[config.mk]
export PLATFORM = sky130hd
export DESIGN_NAME = regfile_write_sequencer
export DESIGN_NICKNAME = d
export VERILOG_FILES = /design/src/rtl/regfile_write_sequencer_pkg.sv /design/src/rtl/regfile_write_sequencer_fifo.sv /design/src/rtl/regfile_write_sequencer.sv
export SDC_FILE = /design/constraint.sdc
export NUM_CORES = 1
export LEC_CHECK = 0
export BUFFER_PORTS_ARGS = -buffer_cell sky130_fd_sc_hd__buf_2
export CAP_MARGIN = 20
export CORE_ASPECT_RATIO = 0.6
export CORE_MARGIN = 2
export CORE_UTILIZATION = 61
export DETAILED_ROUTE_END_ITERATION = 6
export GPL_TIMING_DRIVEN = 0
export PLACE_DENSITY = 0.94
export SKIP_CTS_REPAIR_TIMING = 1
export SYNTH_ARGS = -nofsm -noshare
export SYNTH_HDL_FRONTEND = slang
export SYNTH_SLANG_ARGS = --single-unit
[constraint.sdc]
create_clock -name clock -period 6.42 [get_ports clock]
set_input_delay 0.321 -clock clock [delete_from_list [all_inputs] [get_ports clock]]
set_output_delay 0.321 -clock clock [all_outputs]
set_load 0.005 [all_outputs]
[src/rtl/regfile_write_sequencer_pkg.sv]
// Shared types for the register-file write sequencer.
// State encodings, request entry layout and default FIFO depth.
package regfile_write_sequencer_pkg;

    localparam int DEPTH_DEFAULT = 2;
    localparam int REQ_W         = 22;

    typedef enum logic [1:0] {
        IDLE = 2'd0,
        LO   = 2'd1,
        HI   = 2'd2
    } state_e;

    typedef struct packed {
        logic [4:0]  addr;
        logic        wide;
        logic [15:0] data;
    } req_t;

    // Wide writes target an even/odd pair, so the low bit is dropped.
    function automatic req_t align_req(
        input logic [4:0]  addr,
        input logic        wide,
        input logic [15:0] data
    );
        req_t r;
        r.addr = wide ? {addr[4:1], 1'b0} : addr;
        r.wide = wide;
        r.data = data;
        return r;
    endfunction

endpackage

[src/rtl/regfile_write_sequencer_fifo.sv]
// Show-ahead request FIFO for the write sequencer.
// Head entry is visible combinationally; push and pop may share an edge.
module sync_fifo_req #(
    parameter  int DEPTH = 2,
    parameter  int WIDTH = 22,
    localparam int PW    = (DEPTH > 1) ? $clog2(DEPTH) : 1,
    localparam int CW    = $clog2(DEPTH + 1)
) (
    input  logic             clock,
    input  logic             clr_n,
    input  logic             push_i,
    input  logic             pop_i,
    input  logic [WIDTH-1:0] wdata_i,
    output logic [WIDTH-1:0] rdata_o,
    output logic [CW-1:0]    count_o,
    output logic             full_o,
    output logic             empty_o
);

    logic [WIDTH-1:0] mem_q [DEPTH];
    logic [PW-1:0]    wr_ptr_q;
    logic [PW-1:0]    rd_ptr_q;
    logic [CW-1:0]    count_q;
    logic             do_push;
    logic             do_pop;

    function automatic logic [PW-1:0] ptr_inc(input logic [PW-1:0] p);
        return (p == PW'(DEPTH - 1)) ? '0 : p + PW'(1);
    endfunction

    assign full_o  = (count_q == CW'(DEPTH));
    assign empty_o = (count_q == '0);
    assign count_o = count_q;
    assign rdata_o = mem_q[rd_ptr_q];
    assign do_push = push_i && !full_o;
    assign do_pop  = pop_i && !empty_o;

    // Storage array; contents are don't-care until written.
    always_ff @(posedge clock) begin
        if (do_push) begin
            mem_q[wr_ptr_q] <= wdata_i;
        end
    end

    // Pointers and occupancy; simultaneous push/pop nets to zero.
    always_ff @(posedge clock or negedge clr_n) begin
        if (!clr_n) begin
            wr_ptr_q <= '0;
            rd_ptr_q <= '0;
            count_q  <= '0;
        end else begin
            if (do_push) begin
                wr_ptr_q <= ptr_inc(wr_ptr_q);
            end
            if (do_pop) begin
                rd_ptr_q <= ptr_inc(rd_ptr_q);
            end
            count_q <= count_q + CW'(do_push) - CW'(do_pop);
        end
    end

endmodule

[src/rtl/regfile_write_sequencer.sv]
// Register-file write sequencer: queues byte/pair write requests
// and replays them as one registered byte write per cycle.
module regfile_write_sequencer
    import regfile_write_sequencer_pkg::*;
#(
    parameter int DEPTH = DEPTH_DEFAULT
) (
    input  logic        clock,
    input  logic        clr_n,
    input  logic        req_valid,
    output logic        req_ready,
    input  logic [4:0]  req_addr,
    input  logic        req_wide,
    input  logic [15:0] req_data,
    output logic [4:0]  WA,
    output logic [7:0]  WD,
    output logic        RegWrite,
    output logic        busy,
    output logic        err_align
);

    localparam int CW = $clog2(DEPTH + 1);

    state_e        state_q;
    req_t          cur_q;
    logic [4:0]    wa_q;
    logic [7:0]    wd_q;
    logic          we_q;
    logic          rdy_q;
    logic          err_q;

    req_t          req_d;
    req_t          head;
    logic [CW-1:0] count;
    logic          full;
    logic          empty;
    logic          push;
    logic          pop;
    logic          hi_next;

    assign req_d     = align_req(req_addr, req_wide, req_data);
    assign req_ready = rdy_q && !full;
    assign push      = req_valid && req_ready;
    assign hi_next   = (state_q == LO) && cur_q.wide;
    assign pop       = !empty && !hi_next;

    assign WA        = wa_q;
    assign WD        = wd_q;
    assign RegWrite  = we_q;
    assign err_align = err_q;
    assign busy      = (state_q != IDLE) || (count != '0);

    sync_fifo_req #(
        .DEPTH (DEPTH),
        .WIDTH (REQ_W)
    ) u_fifo (
        .clock   (clock),
        .clr_n   (clr_n),
        .push_i  (push),
        .pop_i   (pop),
        .wdata_i (req_d),
        .rdata_o (head),
        .count_o (count),
        .full_o  (full),
        .empty_o (empty)
    );

    // Hold off acceptance until the first edge after reset release.
    always_ff @(posedge clock or negedge clr_n) begin
        if (!clr_n) begin
            rdy_q <= 1'b0;
        end else begin
            rdy_q <= 1'b1;
        end
    end

    // One-cycle alignment error pulse for odd-address pair requests.
    always_ff @(posedge clock or negedge clr_n) begin
        if (!clr_n) begin
            err_q <= 1'b0;
        end else begin
            err_q <= push && req_wide && req_addr[0];
        end
    end

    // Write FSM: low byte, optional high byte, then next queued entry.
    always_ff @(posedge clock or negedge clr_n) begin
        if (!clr_n) begin
            state_q <= IDLE;
            cur_q   <= '0;
            wa_q    <= '0;
            wd_q    <= '0;
            we_q    <= 1'b0;
        end else begin
            if (hi_next) begin
                state_q <= HI;
                wa_q    <= cur_q.addr + 5'd1;
                wd_q    <= cur_q.data[15:8];
                we_q    <= 1'b1;
            end else if (!empty) begin
                state_q <= LO;
                cur_q   <= head;
                wa_q    <= head.addr;
                wd_q    <= head.data[7:0];
                we_q    <= 1'b1;
            end else begin
                state_q <= IDLE;
                we_q    <= 1'b0;
            end
        end
    end

endmodule

# == Yosys cells after proc, flatten, opt, wreduce, memory -nomap -nowiden ==
# Memory sizes are Yosys's and may differ from the RTL's.
# Cells that the tools add are included.
# classes
addsub,5
eq_ne,3
muxes,13
n_bitwise,2
n_reduce_logical,16
# op_table
operator,count
2-to-1 mux 8 bit,2
2-to-1 mux 5 bit,2
logical AND 1 bit,8
2-to-1 mux 1 bit,8
adder 5 x 1 -> 5 bit (second input constant),1
nonzero test 2 bit,2
zero test 1 bit,3
adder 1 bit (second input constant),2
adder 2 x 1 -> 2 bit,1
equality test 2 x 1 -> 1 bit (second input constant),1
equality test 2 bit (second input constant),1
zero test 2 bit,1
2-to-1 mux 2 bit,1
inequality test 2 x 1 -> 1 bit (second input constant),1
NOT 1 bit,2
AND reduction 2 bit,1
subtractor 2 x 1 -> 2 bit,1
logical OR 1 bit,1
# word_totals
regBits,44
ramBits,44
input_bits,25
out_inout_bits,17
word_cells,52
mem_count,1
# memory_table
memory,words,width,rd,rd_ports_with_merged_regs,wr,line_no,source
u_fifo.mem_q,2,22,1,0,1,regfile_write_sequencer_fifo.sv:20,logic [WIDTH-1:0] mem_q [DEPTH];

# == Logic depth before layout (Yosys ltp) ==
# depth
depth_word,7
mapped_depth,7
ltp_nobuf,6

# == Cells and area by module ==
# Synthesis repeated with hierarchy kept, for this count alone.
# hier_totals
cells_unflattened,192
area_unflattened_um2,3211.8
# by_module_without_submodules
mod,instances,cells_per_inst,area_per_inst_um2,seq_area_each_um2
sync_fifo_req,1,86,1791.7,1421.4
regfile_write_sequencer,1,106,1420.1,800.8

# == Worst setup path before layout ==
# OpenSTA, ideal clock, no wires.
# synth_timing
path_type,reg2reg
from,register u_fifo.count_q[0] (netlist: u_fifo.count_o[0])
to,memory u_fifo.mem_q[0][0] (enable)
setup_time_ns,0.403
arrival_ns,1.818
required_time_ns,6.017
slack_ns,4.199
path_stages_with_launch,5
n_path_buf,1
synth_period_minus_slack_ns,2.221
path_cell_list,dfrtp_1 nand2b_1 and3_1 buf_2 nor2b_1
# synth_via
elab_chain_len,7
# synth_lines
element,line_no,source
"start, declared",regfile_write_sequencer_fifo.sv:23,logic [CW-1:0] count_q;
"start signal, assigned",regfile_write_sequencer_fifo.sv:58,count_q <= count_q + CW'(do_push) - CW'(do_pop);
equality test 2 bit (*),regfile_write_sequencer_fifo.sv:31,assign full_o = (count_q == CW'(DEPTH));
zero test 1 bit (*),"regfile_write_sequencer_fifo.sv:35, regfile_write_sequencer.sv:42",
logical AND 1 bit,regfile_write_sequencer.sv:42,assign req_ready = rdy_q && !full;
logical AND 1 bit,regfile_write_sequencer.sv:43,assign push = req_valid && req_ready;
logical AND 1 bit (*),regfile_write_sequencer_fifo.sv:35,assign do_push = push_i && !full_o;
2-to-1 mux 1 bit (*),regfile_write_sequencer_fifo.sv:40,if (do_push) begin
2-to-1 mux 1 bit (implied by the code) (*),regfile_write_sequencer_fifo.sv:41,mem_q[wr_ptr_q] <= wdata_i;
"end, declared",regfile_write_sequencer_fifo.sv:20,
# Mark *: on every way between the ends. The rest lies on a longest branch, timed or not.

# == Worst setup path after layout ==
# layout_timing
from,register u_fifo.count_q[0] (netlist: u_fifo.count_o[0])
to,memory u_fifo.mem_q[0][6] (enable)
# Same word-level chain as after synthesis.

==> impl_metrics.py <==
metrics = {
    "clock_tree": {
        "cts_buffers": 9,
        "path_clk_slew_ns": 0.08,
        "clock_latency_ns": 0.35,
        "cts.sinks": 80,
        "htree_levels": 3,
        "cts_tree": "built",
        "clockBufferDepth": 2,
        "root_buffer": "clkbuf_8",
    },
    "power": {
        "leakage_uw": 0.00149,
        "ir_worst_vdd_v": 0.000215,
        "power_frac_comb_pct": 36.2,
        "net-switching-power_uw": 630,
        "p_per_area_mw_per_mm2": 500,
        "p_int_uw": 1200,
        "pwr-share-clk_pct": 21.1,
        "pwr-share-seq_pct": 42.7,
        "finalPower_uw": 1830,
        "switching_share_pct": 34.4,
    },
    "min_path": {
        "hp-class": "primary input to asynchronous set/reset pin",
    },
    "worst_setup_path": {
        "endpoint": "u_fifo.mem_q[0][6]",
        "r2r_start": "u_fifo.count_o[0]",
        "reg2reg_slack_ns": 4.41,
        "crit_fanout": 13,
        "path_class": "register to register",
        "critPathLaunch": "u_fifo.count_o[0]",
        "start_kind": "register",
        "rr_endpoint": "u_fifo.mem_q[0][6]",
        "cp-end-kind": "register",
        "r2r_cells": 5,
        "cp.arrival_ns": 2.06,
        "cp.required_ns": 6.47,
    },
    "sta": {
        "timing.final.crit_share_pct": 31.3,
        "tightest_slew_ns": 0.791,
        "relSlewSlack_pct": 47.3,
        "slew_viol_final": 0,
        "final.setup.tns_ns": 0,
        "worst_hold_slack_ns": 0.0528,
        "setup_viol": 0,
        "fmax_ghz": 0.498,
        "rsz0062_at_grt": "false",
        "hold_viol": 0,
        "finClkSkew_ns": 0.00441,
        "fin_crit_ns": 2.01,
    },
    "synthesis": {
        "syn-cell-area_sq_mm": 0.00314,
        "ys_warn_count": 0,
        "synth_fp_nets": 248,
        "async_flop_share_pct": 45.0,
        "synth_edf_count": 44,
        "synth_ff_type": "edfxtp_1",
        "yosysUniqueCellTypes": 32,
        "syn_inst": 221,
        "ys_ff_latch": 80,
        "syn_area_per_cell_sq_um": 14.2,
        "yosysSeqAreaShare_pct": 70.8,
    },
    "placement": {
        "port_buffers": 41,
        "gp_congestion": 0.859,
        "hpwl_microns": 4290,
        "place_area_sq_mm": 0.00344,
        "place_inst": 329,
    },
    "detailed_routing": {
        "ant_nets": 0,
        "vias": 1964,
        "drt-vias-per-instance": 5.68,
        "wl_microns": 6210,
        "drt_iter0_drc": 216,
        "drc": 0,
        "dr.pass1.iters": 5,
        "wl_per_cell_microns": 18.0,
    },
    "cells_and_area": {
        "area_growth_pct": 16.9,
        "register_area_sq_mm": 0.00222,
        "insertedDiodeCount": 0,
        "fillCellCount": 332,
        "final_cells": 346,
        "nNetsFinal": 302,
        "fin_area_sq_mm": 0.00367,
        "drive_gt1_share_pct": 26.1,
        "multi_input_area_sq_um": 807,
    },
    "global_routing": {
        "grt_pass1_wl_microns": 9950,
        "first_global_vias": 1927,
        "grt_overflow_total": 0,
        "antenna_found_initial": 0,
        "track_usage_pct": 25.1,
        "grt_max_degree": 37,
    },
    "floorplanning": {
        "die_w_microns": 96.6,
        "num_rows": 20,
        "num_io_pins": 42,
        "start_util_pct": 62.7,
        "die_h_microns": 59.6,
        "core_sq_mm": 0.00500,
        "fp.dieArea_sq_mm": 0.00575,
    },
    "status": {
        "outcome": "complete, no violations",
    },
    "job": {
        "cap_viol_max_count": 0,
    },
}
Yosys cell counts (2+ instances only):
master | instances | area share, %
a211oi_1 | 8 | 1.9
a21oi_1 | 2 | 0.32
and2_1 | 5 | 1.0
and3_1 | 2 | 0.40
buf_2 | 5 | 0.80
buf_6 | 6 | 2.2
clkbuf_1 | 2 | 0.24
dfrtp_1 | 36 | 29
edfxtp_1 | 44 | 42
ha_1 | 2 | 0.80
inv_1 | 3 | 0.36
mux2i_1 | 14 | 4.5
nand2_1 | 10 | 1.2
nand3_1 | 2 | 0.32
nor2_1 | 3 | 0.36
nor2b_1 | 10 | 2.0
o21ai_0 | 21 | 3.3
o21ai_1 | 24 | 3.8
o22ai_1 | 3 | 0.60
or3_1 | 2 | 0.40
xnor2_1 | 4 | 1.1
xor2_1 | 3 | 0.84
sequential cells by signal, indices dropped and copies added, names as in the netlist:
name             cells
u_fifo.count_o       2
RegWrite             1
err_align            1
u_fifo.wr_ptr_q      1
state_q              2
rdy_q                1
u_fifo.rd_ptr_q      1
WD                   8
cur_q               14
u_fifo.mem_q        44
WA                   5
through the flow:
stage	util [%]	setup WS [ns]
CTS	73.0	4.20
global placement	68.5	3.60
global route	73.3	4.27
floorplan	-	4.20
finish	73.3	4.41
detailed placement	68.8	4.22
how the worst min path moves through the flow:
stage	from	slack (ns)	to
6_report	clr_n	0.05	WA[0]
5_1_grt	clr_n	0.11	cur_q[17]
4_1_cts	clr_n	0.07	cur_q[17]
3_5_place_dp	clr_n	0.45	cur_q[17]
3_3_place_gp	clr_n	0.43	cur_q[17]
2_1_floorplan	clr_n	0.03	RegWrite
critical path, cell delays in order, from the launching register on:
cell      delay (ns)
dfrtp_1         0.43
nand2b_1        0.15
and3_1          0.15
buf_2           0.16
nor2b_2         0.58
buf_8           0.25
per-layer routing:
layer | up-vias | share of wire (%) | routed length, microns | GRT usage [%]
met2 | 87 | 47 | 2940 | 38.3
li1 | 910 | - | - | -
met4 | 0 | 0.92 | 57 | 5.23
met3 | 9 | 9.3 | 576 | 10.2
met1 | 958 | 42 | 2630 | 34.6
met5 | - | 0 | 0 | 0
power groups by stage:
| stage | Sequential, uW | Clock [uW] | Combinational, uW |
|---|---|---|---|
| after floorplan | 775 | 0 | 457 |
| after global placement | 783 | 0 | 625 |
| after detailed placement | 791 | 0 | 658 |
| final | 783 | 387 | 664 |
| after CTS | 782 | 394 | 665 |
| after global routing | 797 | 417 | 748 |
cell type report:
class,count,area share (%)
Clock inverter,7,2.35
Inverter,3,0.307
Timing Repair Buffer,43,6.41
Clock buffer,9,3.38
Tap cell,66,2.25
Sequential cell,80,60.6
Buffer,13,2.73
Multi-Input combinational cell,125,22.0
placed cells by master (no fill, tap or decap), types with 2 or more instances in the layout:
cell	instances
buf_2	46
edfxtp_1	44
dfrtp_1	36
o21ai_1	24
o21ai_0	21
mux2i_1	14
nand2_1	10
nor2b_1	9
clkbuf_8	9
a211oi_1	8
buf_6	6
and2_1	5
xnor2_1	4
inv_1	3
nor2_1	3
xor2_1	3
o22ai_1	3
clkinv_2	3
and3_1	2
clkbuf_1	2
or3_1	2
nand3_1	2
a21oi_1	2
ha_1	2
bufinv_16	2
buf_8	2
cell families after synthesis:
logic type	after synthesis	share of synthesized area [%]
muxes	15	4.82
DFF	80	70.8
buffers and inverters	16	3.55
and+or+nand+nor	40	7.14
xor gates and xnor gates	8	2.47
other	1	0.120
adders and majority gates	2	0.797
AOI/OAI and AO/OA	59	10.3
(Power assumes the default switching activity.)
